$ cat src/rtl/prog_loader_pkg.sv
// Shared types and default sizes for the program loader.
package prog_loader_pkg;

  localparam int unsigned DEF_ADDR_W    = 8;
  localparam int unsigned DEF_DATA_W    = 8;
  localparam int unsigned DEF_MEM_DEPTH = 256;

  typedef enum logic [1:0] {
    IDLE = 2'd0,
    LOAD = 2'd1,
    DONE = 2'd2,
    ERR  = 2'd3
  } state_t;

endpackage

$ cat src/rtl/loader_chk_accum.sv
// Running checksum of written bytes (mod 2**DATA_W) with an equality compare.
// Only elaborated when PROG_LOADER_CHKSUM_EN is defined.
`ifdef PROG_LOADER_CHKSUM_EN
module loader_chk_accum
  import prog_loader_pkg::*;
#(
  parameter int unsigned DATA_W = DEF_DATA_W
) (
  input  logic              clk,
  input  logic              rst,
  input  logic              i_clr,
  input  logic              i_acc,
  input  logic [DATA_W-1:0] i_data,
  output logic              o_match_c
);

  logic [DATA_W-1:0] r_sum;

  always_ff @(posedge clk) begin
    if (rst || i_clr) begin
      r_sum <= '0;
    end else if (i_acc) begin
      r_sum <= r_sum + i_data;
    end
  end

  assign o_match_c = (r_sum == i_data);

endmodule
`endif

$ cat src/rtl/prog_loader.sv
// Streams program bytes into instruction memory from address 0, holding the PC via o_inCmd.
// Optional checksum on the last byte when PROG_LOADER_CHKSUM_EN is defined.
module prog_loader
  import prog_loader_pkg::*;
#(
  parameter int unsigned ADDR_W    = DEF_ADDR_W,
  parameter int unsigned DATA_W    = DEF_DATA_W,
  parameter int unsigned MEM_DEPTH = DEF_MEM_DEPTH
) (
  input  logic              clk,
  input  logic              rst,
  input  logic              i_start,
  input  logic              i_valid,
  input  logic [DATA_W-1:0] i_data,
  input  logic              i_last,
  output logic              o_ready,
  output logic              o_inCmd,
  output logic              o_we,
  output logic [ADDR_W-1:0] o_waddr,
  output logic [DATA_W-1:0] o_wdata,
  output logic [ADDR_W:0]   o_len,
  output logic              o_done,
  output logic              o_err
);

  localparam int unsigned       LEN_W     = ADDR_W + 1;
  localparam logic [ADDR_W-1:0] LAST_ADDR = ADDR_W'(MEM_DEPTH - 1);

  state_t            r_state;
  logic [ADDR_W-1:0] r_addr;
  logic              w_xfer;

  assign w_xfer = i_valid && o_ready;

`ifdef PROG_LOADER_CHKSUM_EN
  logic w_clr;
  logic w_acc;
  logic w_match;

  assign w_clr = i_start && (r_state != DONE);
  assign w_acc = w_xfer && !i_start && !i_last;

  loader_chk_accum #(.DATA_W(DATA_W)) u_chk (
    .clk       (clk),
    .rst       (rst),
    .i_clr     (w_clr),
    .i_acc     (w_acc),
    .i_data    (i_data),
    .o_match_c (w_match)
  );
`endif

  always_ff @(posedge clk) begin
    if (rst) begin
      r_state <= IDLE;
      r_addr  <= '0;
      o_ready <= 1'b0;
      o_inCmd <= 1'b0;
      o_we    <= 1'b0;
      o_waddr <= '0;
      o_wdata <= '0;
      o_len   <= '0;
      o_done  <= 1'b0;
      o_err   <= 1'b0;
    end else begin
      o_we   <= 1'b0;
      o_done <= 1'b0;
      case (r_state)
        IDLE, ERR: begin
          if (i_start) begin
            r_state <= LOAD;
            r_addr  <= '0;
            o_len   <= '0;
            o_err   <= 1'b0;
            o_ready <= 1'b1;
            o_inCmd <= 1'b1;
          end
        end
        LOAD: begin
          // restart wins over a same-cycle transfer
          if (i_start) begin
            r_addr <= '0;
            o_len  <= '0;
          end else if (w_xfer) begin
            if (i_last) begin
              o_ready <= 1'b0;
`ifdef PROG_LOADER_CHKSUM_EN
              if (w_match) begin
                r_state <= DONE;
                o_done  <= 1'b1;
              end else begin
                r_state <= ERR;
                o_err   <= 1'b1;
              end
`else
              o_we    <= 1'b1;
              o_waddr <= r_addr;
              o_wdata <= i_data;
              o_len   <= o_len + LEN_W'(1);
              r_state <= DONE;
              o_done  <= 1'b1;
`endif
            end else begin
              o_we    <= 1'b1;
              o_waddr <= r_addr;
              o_wdata <= i_data;
              o_len   <= o_len + LEN_W'(1);
              // last location filled without i_last: program too large
              if (r_addr == LAST_ADDR) begin
                r_state <= ERR;
                o_err   <= 1'b1;
                o_ready <= 1'b0;
              end else begin
                r_addr <= r_addr + ADDR_W'(1);
              end
            end
          end
        end
        DONE: begin
          r_state <= IDLE;
          o_inCmd <= 1'b0;
        end
        default: r_state <= IDLE;
      endcase
    end
  end

endmodule

$ cat config.mk
export PLATFORM = sky130hd
export DESIGN_NAME = prog_loader
export DESIGN_NICKNAME = d
export VERILOG_FILES = /design/src/rtl/prog_loader_pkg.sv /design/src/rtl/loader_chk_accum.sv /design/src/rtl/prog_loader.sv
export SDC_FILE = /design/constraint.sdc
export NUM_CORES = 1
export LEC_CHECK = 0
export ABC_AREA = 1
export CAP_MARGIN = 5
export CORE_ASPECT_RATIO = 1.75
export CORE_MARGIN = 2
export CORE_UTILIZATION = 52
export DETAILED_ROUTE_END_ITERATION = 12
export GPL_TIMING_DRIVEN = 1
export PLACE_DENSITY_LB_ADDON = 0.2
export SYNTH_ARGS = -nofsm -noshare
export SYNTH_HDL_FRONTEND = slang
export SYNTH_SLANG_ARGS = --single-unit
$ cat constraint.sdc
create_clock -name clk -period 3.15 [get_ports clk]
set_input_delay 0.63 -clock clk [delete_from_list [all_inputs] [get_ports clk]]
set_output_delay 0.63 -clock clk [all_outputs]
set_load 0.005 [all_outputs]
Yosys cells after proc, flatten, opt, wreduce, memory -nomap -nowiden
Cells that the tools add are included.
- add/sub/neg operators: 2
- eq/ne operators: 13
- muxes and demuxes: 31
- bitwise logic cells: 3
- reductions and logical operators: 14
- operators with widths (kind ; number):
    8-bit 2-to-1 mux ; 5
    9-bit 2-to-1 mux ; 3
    9-bit case mux with 2 select lines ; 1
    8-bit case mux with 2 select lines ; 1
    1-bit 2-to-1 mux ; 12
    3-bit inequality test (second input constant) ; 4
    2-bit 2-to-1 mux ; 5
    2-bit inequality test (second input constant) ; 5
    5-bit AND reduction ; 2
    9-bit by 1-bit adder with 9-bit output (second input constant) ; 1
    8-bit by 1-bit adder with 8-bit output (second input constant) ; 1
    8-bit == test (second input constant) ; 1
    1-bit case mux with 2 select lines ; 3
    2-bit case mux with 3 select lines ; 1
    3-bit AND reduction ; 2
    6-bit AND reduction ; 1
    2-bit == test (second input constant) ; 2
    4-bit AND reduction ; 1
    2-bit nonzero test ; 2
    4-bit OR reduction ; 1
    1-bit NOT ; 3
    3-bit OR reduction ; 1
    2-bit by 1-bit == test with 1-bit output (second input constant) ; 1
    2-bit zero test ; 1
    3 further kinds ; 3
- flip-flop bits (word level): 40
- input port bits: 13

Logic depth before layout (Yosys ltp)
- word-level depth: 6
- depth in mapped cells: 10
- depth with buffers taken out: 10

Worst setup path before layout
OpenSTA, ideal clock, no wires.
- path kind: register to register
- from: register r_state[0]
- to: register o_len[0]
- library setup time: 0.070 ns
- data arrival time: 1.450 ns
- required time: 3.080 ns
- setup slack: 1.630 ns
- cell stages (with the launch flop): 11
- path buffers: 1
- cells stage by stage: dfxtp_1 inv_1 ha_1 inv_1 nand2_4 nand2_1 inv_1 nor2_1 buf_4 o21ai_0 a21oi_1
- word-level cells in the longest chain between the ends: 4
- elaborated cells between the ends (all ways): 9
- ends and longest elaborated chain (what ; RTL line ; source):
    start: declaration ; prog_loader.sv:29 ; state_t r_state;
    start signal: assignment ; prog_loader.sv:55 ; r_state <= IDLE;
    start signal: assignment ; prog_loader.sv:71 ; r_state <= LOAD;
    start signal: assignment ; prog_loader.sv:100 ; r_state <= DONE;
    2-bit == test or 2-bit zero test (tied branches) ; prog_loader.sv:68 ; case (r_state)
    2-bit OR reduction ; prog_loader.sv:68 ;
    2-bit inequality test (no source line) or 2-bit nonzero test (tied branches) ; - ;
    3-bit AND reduction (no source line) ; - ;
    end signal: assignment ; prog_loader.sv:99 ; o_len <= o_len + LEN_W'(1);
    end signal: assignment ; prog_loader.sv:107 ; o_len <= o_len + LEN_W'(1);
    end: declaration ; prog_loader.sv:21 ; output logic [ADDR_W:0] o_len,
Several ways; a longest one is shown, not always the timed one.
A chain may end at the register's enable or synchronous reset.

Final worst setup path
- from: input port i_start
- to: register o_waddr[1]
- word-level cells in the longest chain between the ends: 2
- ends and longest elaborated chain (what ; RTL line ; source):
    start: declaration ; prog_loader.sv:12 ; input logic i_start,
    1-bit NOT (no source line) ; - ;
    3-bit AND reduction (no source line) ; - ;
    end signal: assignment ; prog_loader.sv:97 ; o_waddr <= r_addr;
    end signal: assignment ; prog_loader.sv:105 ; o_waddr <= r_addr;
    end: declaration ; prog_loader.sv:19 ; output logic [ADDR_W-1:0] o_waddr,
Every way passes these cells.

==> impl_metrics.toml <==
[routing]
drt_iter0_drc = 43
wl_met3_um = 131
top_layer = "met4"
wl_um = 3970
drc_errors = 0
wl_met2_um = 2180
viasPerCell = 5.12
wl_met1_um = 1580
num_vias = 1709
ant_nets = 0
avgRoutedWirePerCell_um = 11.9
firstDrtPassIters = 4

[synthesis]
synth_top_cell_by_area = "dfxtp_1"
synth_xor_area_share_pct = 0
synth-seq-cells = 40
synth_mux_area_share_pct = 0
synthTopCellsByArea = "dfxtp_1 46%, nand2_1 9.6%, nor2_1 9.6%"
synth_fa_ha_area_share_pct = 2.84
netlist_instances = 244
synth_top_area_share_pct = 45.5
synth-seq-area-share_pct = 45.5
synth_area_um2 = 1760
ys.warnings.count = 0
synth_nets = 261
synth_cell_types = 24
synthSimpleGateAreaFrac_pct = 29.0
synth_area_per_cell_um2 = 7.21
synth_compound_area_share_pct = 15.9
synth_top_family_by_area = "simple AND/OR/NAND/NOR gates"

[sta]
fmax_mhz = 471
relSlewSlack_pct = 56.8
layout_min_cycle_time_ps = 2120
hold_viol = 0
maxSlewViolCount = 0
timing.setup.tns_ps = 0
clock_skew_ps = 4.34
hold_slack_ps = 480
tightest_slew_ps = 645
grt_setup_unrepaired = "no"
fin_crit_sh_pct = 67.4
setup_viol = 0

[clocking]
cts.repair.resized = 0
cts_buffers = 5
clock-root-buffer = "clkbuf_8"
numClockSinks = 40
clockBufferDepth = 2
holdBufCountCts = 0
cts_setup_buffers = 0
cts_tree = "built"
clock_latency_ps = 290
clk_pin_slew_ps = 80
htreeDepth = 2

[grt]
grt_pass1_vias = 1543
grt_max_degree = 21
grt_pass1_wl_um = 6330
antenna_found_initial = 0
grt_overflow = 0
track_usage_pct = 22.2

[pwr]
peakVddDrop_uv = 567
total_power_mw = 1.45
p_leak_nw = 0.904
p_per_area_nw_per_um2 = 623

[layout]
final_util_pct = 70.6
drive_gt1_share_pct = 6.57
seq_area_um2 = 801
num-fill-cells = 313
multi_input_area_um2 = 840
antenna_cells = 0
mostFrequentLayoutCells = "45 x nand2_1, 45 x nor2_1, 42 x clkdlybuf4s50_1, 40 x dfxtp_1, 24 x o21ai_0"
finalNetCount = 305
area_growth_pct = 32.2

[worst_setup_path]
critPathSlowestCell = "clkdlybuf4s50_1"
required_ps = 3330
max_stage_delay_ps = 510
path_class = "in2reg"
end_kind = "register"
critical_path_arrival_ps = 2300
crit_top_cell = "nor2_1"
rr_endpoint = "o_len[4]"
crit_path_max_fanout = 13
r2r-start = "r_state[0]"
rrSetupSlack_ps = 1100
reg2reg_depth = 9
crit_path_cell_trace = "clkdlybuf4s50_1 -> inv_2 -> nand3_1 -> nor2_1 -> inv_1 -> nor2_1 -> nor2_1"
startpoint_type = "input pin"

[floorplanning]
pin_count = 43
die_y_um = 80.9
coreArea_um2 = 3290
initial_core_util_pct = 53.4
core.rowCount = 28
die_x_um = 48.0
die_area_um2 = 3880

[flow_run]
maxCapViolCount = 0

[place]
port_buffers = 42
place_hpwl_um = 3000
gp_congestion = 0.815

[hold_path]
min_from = "o_err"
hold_class = "reg2reg"
hold-path-endpoint = "o_err"
min_delay_path_depth = 2

[outcome]
status = "finished, final reports clean"
## kinds of logic (layout without fill, tap and decap cells)
kind of cell | after synthesis | in the layout
buf+inv | 30 | 75
flops | 40 | 40
fa+ha+maj | 4 | 4
compound gates | 52 | 52
simple gates | 118 | 118
## through the flow
stage,worst slack [ps],cell area (µm²),std cells
global placement,844,2220,326
floorplan,1630,1760,244
CTS,1020,2330,334
detailed placement,732,2220,326
global route,796,2330,334
finish,1030,2330,334
## layer usage
| layer | global-route usage, % | vias to the layer above |
|---|---|---|
| met5 | 0 | - |
| met4 | 7.84 | 0 |
| met3 | 5.11 | 9 |
| met2 | 40.9 | 44 |
| met1 | 22.5 | 778 |
| li1 | - | 878 |
## critical path: cells and delay by family
family | cells | cell delay [ps]
buf+inv | 3 | 970
simple gates | 4 | 700
## Yosys cell counts
master and count:
buf_4 1, nand2_1 45, nor2_1 45, buf_1 2, clkbuf_1 2, inv_2 2, dfxtp_1 40, nand2_2 2
nand2_4 1, nor2_4 1, buf_2 2, a31oi_1 2, a21oi_1 23, a211oi_1 1, inv_1 21, o21ai_0 24
o31ai_1 1, o21ai_4 1, nand4_1 2, nand3_4 1, nor2_2 2, nand3_1 16, nor3_1 3, ha_1 4
## sequential cells by signal, summed over array words and instances, names as in the netlist
signal   count
r_addr       8
o_waddr      8
o_inCmd      1
o_ready      1
r_state      2
o_wdata      8
o_done       1
o_len        9
o_we         1
o_err        1
## how the worst max path moves through the flow
| stage | slack (ps) | end | startpoint |
|---|---|---|---|
| CTS | 1020 | o_waddr[1] | i_start |
| floorplan | 1630 | o_len[0] | r_state[0] |
| global placement | 840 | o_waddr[7] | i_start |
| finish | 1030 | o_waddr[1] | i_start |
| global route | 800 | o_waddr[1] | i_start |
| detailed placement | 730 | o_waddr[1] | i_start |
## where the power goes
part           internal [mW]  total (mW)  switching [mW]
clock network          0.235       0.405           0.170
logic                  0.182       0.466           0.284
registers              0.551       0.579          0.0282
## area by class of cell
cell class              count  area share [%]
well taps                  45            2.42
repair buffers             44            18.7
clock buffers               6            3.12
clock inverters             2            1.51
inverters                  23            3.71
multi-input cells         174            36.1
flip-flops and latches     40            34.4
Power figures use the tool's default switching activity.
==> edit 1: new RTL, config.mk and constraints unchanged <==
Re-encode `state_t` (4 states) as one-hot, 4 bits wide.
--- a/src/rtl/prog_loader_pkg.sv
+++ b/src/rtl/prog_loader_pkg.sv
@@ -5,11 +5,11 @@
   localparam int unsigned DEF_DATA_W    = 8;
   localparam int unsigned DEF_MEM_DEPTH = 256;
 
-  typedef enum logic [1:0] {
-    IDLE = 2'd0,
-    LOAD = 2'd1,
-    DONE = 2'd2,
-    ERR  = 2'd3
+  typedef enum logic [3:0] {
+    IDLE = 4'b0001,
+    LOAD = 4'b0010,
+    DONE = 4'b0100,
+    ERR  = 4'b1000
   } state_t;
 
 endpackage
Function: same outputs for any inputs over 10 cycles, from zero or initial values and one cycle with rst high; not proved beyond that.
==> edit 1 against the unedited design <==
- sequential cell count rose by 2
- non-clock buffer count did not move
- global-route usage grew 2.0 points
- cell count up 12%
- wire length is 17% higher
- clock power fell by 19%
- worst setup slack better by 0.068 ns
- cell area grew 7.6%
- count of clock-buffer cells in the layout rose by 1
- power rose by 1.5%
- synthesized area grew 13%
- largest cell class unchanged
- largest power group unchanged
- highest routed layer unchanged
==> edit 1: results (changes against the unedited design) <==
maximum number of pins on one net before global-route repair=23 (+9.5%); total power of the final layout=1.47 mW (+1.5%); floorplan row count=29 (+3.6%); vias in the first global route=1941 (+26%); final-layout clock buffer total=7 (+1); Reg2Reg Setup Slack=1.42 ns (+0.32 ns); layout cell share with drive strength beyond 1=0.0762 (+0.0105); commonest cells in the netlist=57 x sky130_fd_sc_hd__nand2_1, 56 x sky130_fd_sc_hd__nor2_1, 42 x sky130_fd_sc_hd__dfxtp_1; total number of multi-input combinational cells=207 (+19%); GR met3 Demand/Resource=0.0557 (+0.00464); Final GP Congestion=0.925 (+14%); Total GRT Usage=0.242 (+0.0200); reported clock group power=0.328 mW (-19%); Static Leakage=1.05 nW (+16%); wire length of the first global-routing pass=8.14 mm (+28%); clk tree area frac=0.0305 (-0.0158); result of the run=complete, no violations; proportion of synthesized chip area in sequential cells=0.425 (-0.0307); WHS=0.467 ns (-0.0125 ns); transition time at the pin with the least slew margin=0.405 ns (-0.240 ns); inverters=28 (+22%); CTS sink cnt=42 (+5.0%); final layout net count=343 (+12%); via/cell ratio=5.20 (+1.6%); Routed WL=4.64 mm (+17%); post-synth top area share=0.425 (-0.0307); synth unique cells=28 (+17%); highest ir drop seen on vdd=0.397 mV (-30%); Max FO, Critical Path=11 (-2); multi-input logic portion of the cell area=0.394 (+0.0331); achievable clock frequency=487 MHz (+3.3%); Mapped Nets=301 (+15%); Placement Cell Area=2430 um^2 (+9.4%)
[edit 1: cell count changes in the layout (fill, tap and decap cells not counted), moves of 2 or more]
| cell | unedited run | this run |
|---|---|---|
| sky130_fd_sc_hd__inv_1 | 21 | 25 |
| sky130_fd_sc_hd__nand4_1 | 2 | 4 |
| sky130_fd_sc_hd__nor2_2 | 2 | 4 |
| sky130_fd_sc_hd__nand3_1 | 16 | 18 |
| sky130_fd_sc_hd__ha_1 | 4 | 2 |
| sky130_fd_sc_hd__o21ai_0 | 24 | 30 |
| sky130_fd_sc_hd__dfxtp_1 | 40 | 42 |
| sky130_fd_sc_hd__a31oi_1 | 2 | 0 |
| sky130_fd_sc_hd__nor2_4 | 1 | 3 |
| sky130_fd_sc_hd__nor2_1 | 45 | 56 |
| sky130_fd_sc_hd__a21oi_1 | 23 | 18 |
| sky130_fd_sc_hd__nand2_1 | 45 | 57 |
[edit 1: worst paths after layout]
check                                               end                   start  depth (start not counted)
worst max-delay path              o_len[3]$_SDFFE_PP0P_                 i_start                          8
worst min-delay path             r_addr[7]$_SDFFE_PP0P_  r_addr[7]$_SDFFE_PP0P_                          2
worst max register to register  r_state[1]$_SDFFE_PP0P_  r_addr[0]$_SDFFE_PP0P_                         10
worst min register to register   r_addr[7]$_SDFFE_PP0P_  r_addr[7]$_SDFFE_PP0P_                          2
[edit 1: cell families after synthesis]
family	Yosys count	share of synthesized area
AO/OA/AOI/OAI	51	0.133
AND/OR/NAND/NOR	153	0.348
flip-flops	42	0.425
adder cells (fa/ha/maj)	2	0.0126
XOR/XNOR	1	0.00442
buffers and inverters	37	0.0777
[edit 1: routing by layer]
layer,routed length (um),share of wire,vias to the layer above
li1,-,-,995
met1,1850,0.40,892
met3,162,0.035,14
met2,2500,0.54,44
met5,0,0,-
met4,131,0.028,0
==> edit 2: new RTL, config.mk and constraints unchanged <==
Made on the original files. Set the package constant `DEF_ADDR_W` to 7 (it was 8).
--- a/src/rtl/prog_loader_pkg.sv
+++ b/src/rtl/prog_loader_pkg.sv
@@ -1,7 +1,7 @@
 // Shared types and default sizes for the program loader.
 package prog_loader_pkg;
 
-  localparam int unsigned DEF_ADDR_W    = 8;
+  localparam int unsigned DEF_ADDR_W    = 7;
   localparam int unsigned DEF_DATA_W    = 8;
   localparam int unsigned DEF_MEM_DEPTH = 256;
 
Ports: changed (resized o_len and o_waddr); port bits go from 43 to 41. No check against the original RTL was run, so the function may have changed too.
==> edit 2 against the unedited design <==
- wire length decreased by 8.2%
- global-route usage increased by 0.76 points
- cell area decreased by 7.8%
- power decreased by 11%
- via count decreased by 9.5%
- synthesized area decreased by 7.7%
- sequential cell count decreased by 3
- worst setup slack improved by 0.14 ns
- critical path depth increased by 1
- utilization increased by 1.8 points
==> edit 2: results (changes against the unedited design) <==
result of the run=complete, no violations; capturing instance or port of the critical path=o_wdata[2]$_SDFFE_PP0P_; Total GRT Usage=0.229 (+0.00762); worst hold-check path type=flip-flop to flip-flop; Root Driver=sky130_fd_sc_hd__clkbuf_8; number of instances in the synthesized netlist=222 (-9.0%); estimated wirelength of the detail-placed design=2.61 mm (-13%); proportion of synthesized chip area in sequential cells=0.456 (+0.000894); layout cell share with drive strength beyond 1=0.0865 (+0.0207); number of input and output port buffers inserted=40 (-4.8%); Mapped Nets=239 (-8.4%); CP Launch Point=i_start; Seq. pwr=0.541 mW (-6.6%); Iter 0 DRT Violations=33 (-23%); number of buffers added by the clock tree synthesis step=5 (unchanged); startpoint of the worst-slack reg-to-reg timing path=r_state[1]$_SDFFE_PP0P_; number of warnings printed during yosys synthesis=0 (unchanged); maximum clock skew at final layout=0.00476 ns (+0.000417 ns); worst-skew pair later-pin latency=about 0.30 ns; Final GP Congestion=0.841 (+3.2%); maximum clock insertion buffer count=2 (unchanged); signal arrival time at the worst endpoint=2.18 ns (-0.12 ns); wire length of the first global-routing pass=6.13 mm (-3.3%); combinational group power=0.399 mW (-14%); Static Leakage=0.897 nW (-0.76%); fraction of met1 tracks used by global routing=0.242 (+0.0169); final layout net count=282 (-7.5%); Via Count=1546 (-9.5%); postcts setup bufs=0 (unchanged); fraction of power spent switching nets=0.345 (+0.0127); routed length per placed instance=11.8 um (-0.50%); number of cells in the design after placement=300 (-8.0%); vias in the first global route=1447 (-6.2%); commonest cells in the netlist=40 x sky130_fd_sc_hd__nor2_1, 37 x sky130_fd_sc_hd__dfxtp_1, 30 x sky130_fd_sc_hd__nand2_1; cell types occupying the most area after synthesis=sky130_fd_sc_hd__dfxtp_1 46%, sky130_fd_sc_hd__nor2_1 9.2%, sky130_fd_sc_hd__o21ai_0 7.4%; highest ir drop seen on vdd=0.491 mV (-13%); met2 track demand over resource=0.396 (-0.0135); count of antenna diodes in the layout=0 (unchanged); Max FO, Critical Path=20 (+7); Cell Count, Final, Fillers Out=308 (-7.8%); Post-synth top flop=sky130_fd_sc_hd__dfxtp_1; worst slew margin relative to its limit=0.659 (+0.0905); maximum number of pins on one net before global-route repair=21 (unchanged); Min-Delay Endpoint=o_err$_SDFFE_PP0P_; GR met3 Demand/Resource=0.0581 (+0.00703); FF-to-FF path depth=10 (+1); Reg2Reg Setup Slack=1.26 ns (+0.16 ns)
## edit 2: cell families (layout without fill, tap and decap cells)
family,count (synthesis),after routing,share of synthesized area
buffers and inverters,33,77,0.0894
adder cells (fa/ha/maj),4,4,0.0308
flip-flops,37,37,0.456
AND/OR/NAND/NOR,103,103,0.280
AO/OA/AOI/OAI,45,45,0.143
## edit 2: metal layers
layer	part of all wire	vias to the layer above
met5	0	-
met4	0.021	0
met3	0.046	7
met2	0.54	33
met1	0.39	704
li1	-	802
## edit 2: per-stage QoR
stage / total power [mW] / setup WS (ns) / utilization / hold slack [ns] / cell area [um^2]
2_1_floorplan: 0.813 / 1.63 / - / 0.442 / 1620
3_3_place_gp: 0.941 / 0.936 / 0.692 / 0.437 / 2050
3_5_place_dp: 0.949 / 0.881 / 0.692 / 0.450 / 2050
4_1_cts: 1.30 / 1.16 / 0.724 / 0.460 / 2140
5_1_grt: 1.38 / 1.00 / 0.724 / 0.478 / 2140
6_report: 1.29 / 1.16 / 0.724 / 0.458 / 2140
## edit 2: final cells by class
| cell class | instances | area [um^2] |
|---|---|---|
| Clock buffer | 6 | 82.6 |
| Inverter | 27 | 101 |
| Clock inverter | 2 | 13.8 |
| Timing Repair Buffer | 42 | 415 |
| Sequential cell | 37 | 741 |
| Multi-Input combinational cell | 152 | 738 |
| Tap cell | 42 | 52.6 |
| Fill cell | 253 | 816 |
## edit 2: worst max-delay path: stages
cell	delay, ns
sky130_fd_sc_hd__clkdlybuf4s50_1	0.49
sky130_fd_sc_hd__nor2_1	0.24
sky130_fd_sc_hd__inv_2	0.07
sky130_fd_sc_hd__nor2_2	0.08
sky130_fd_sc_hd__buf_4	0.21
sky130_fd_sc_hd__inv_1	0.23
sky130_fd_sc_hd__nor2_1	0.18
sky130_fd_sc_hd__nor2_1	0.06
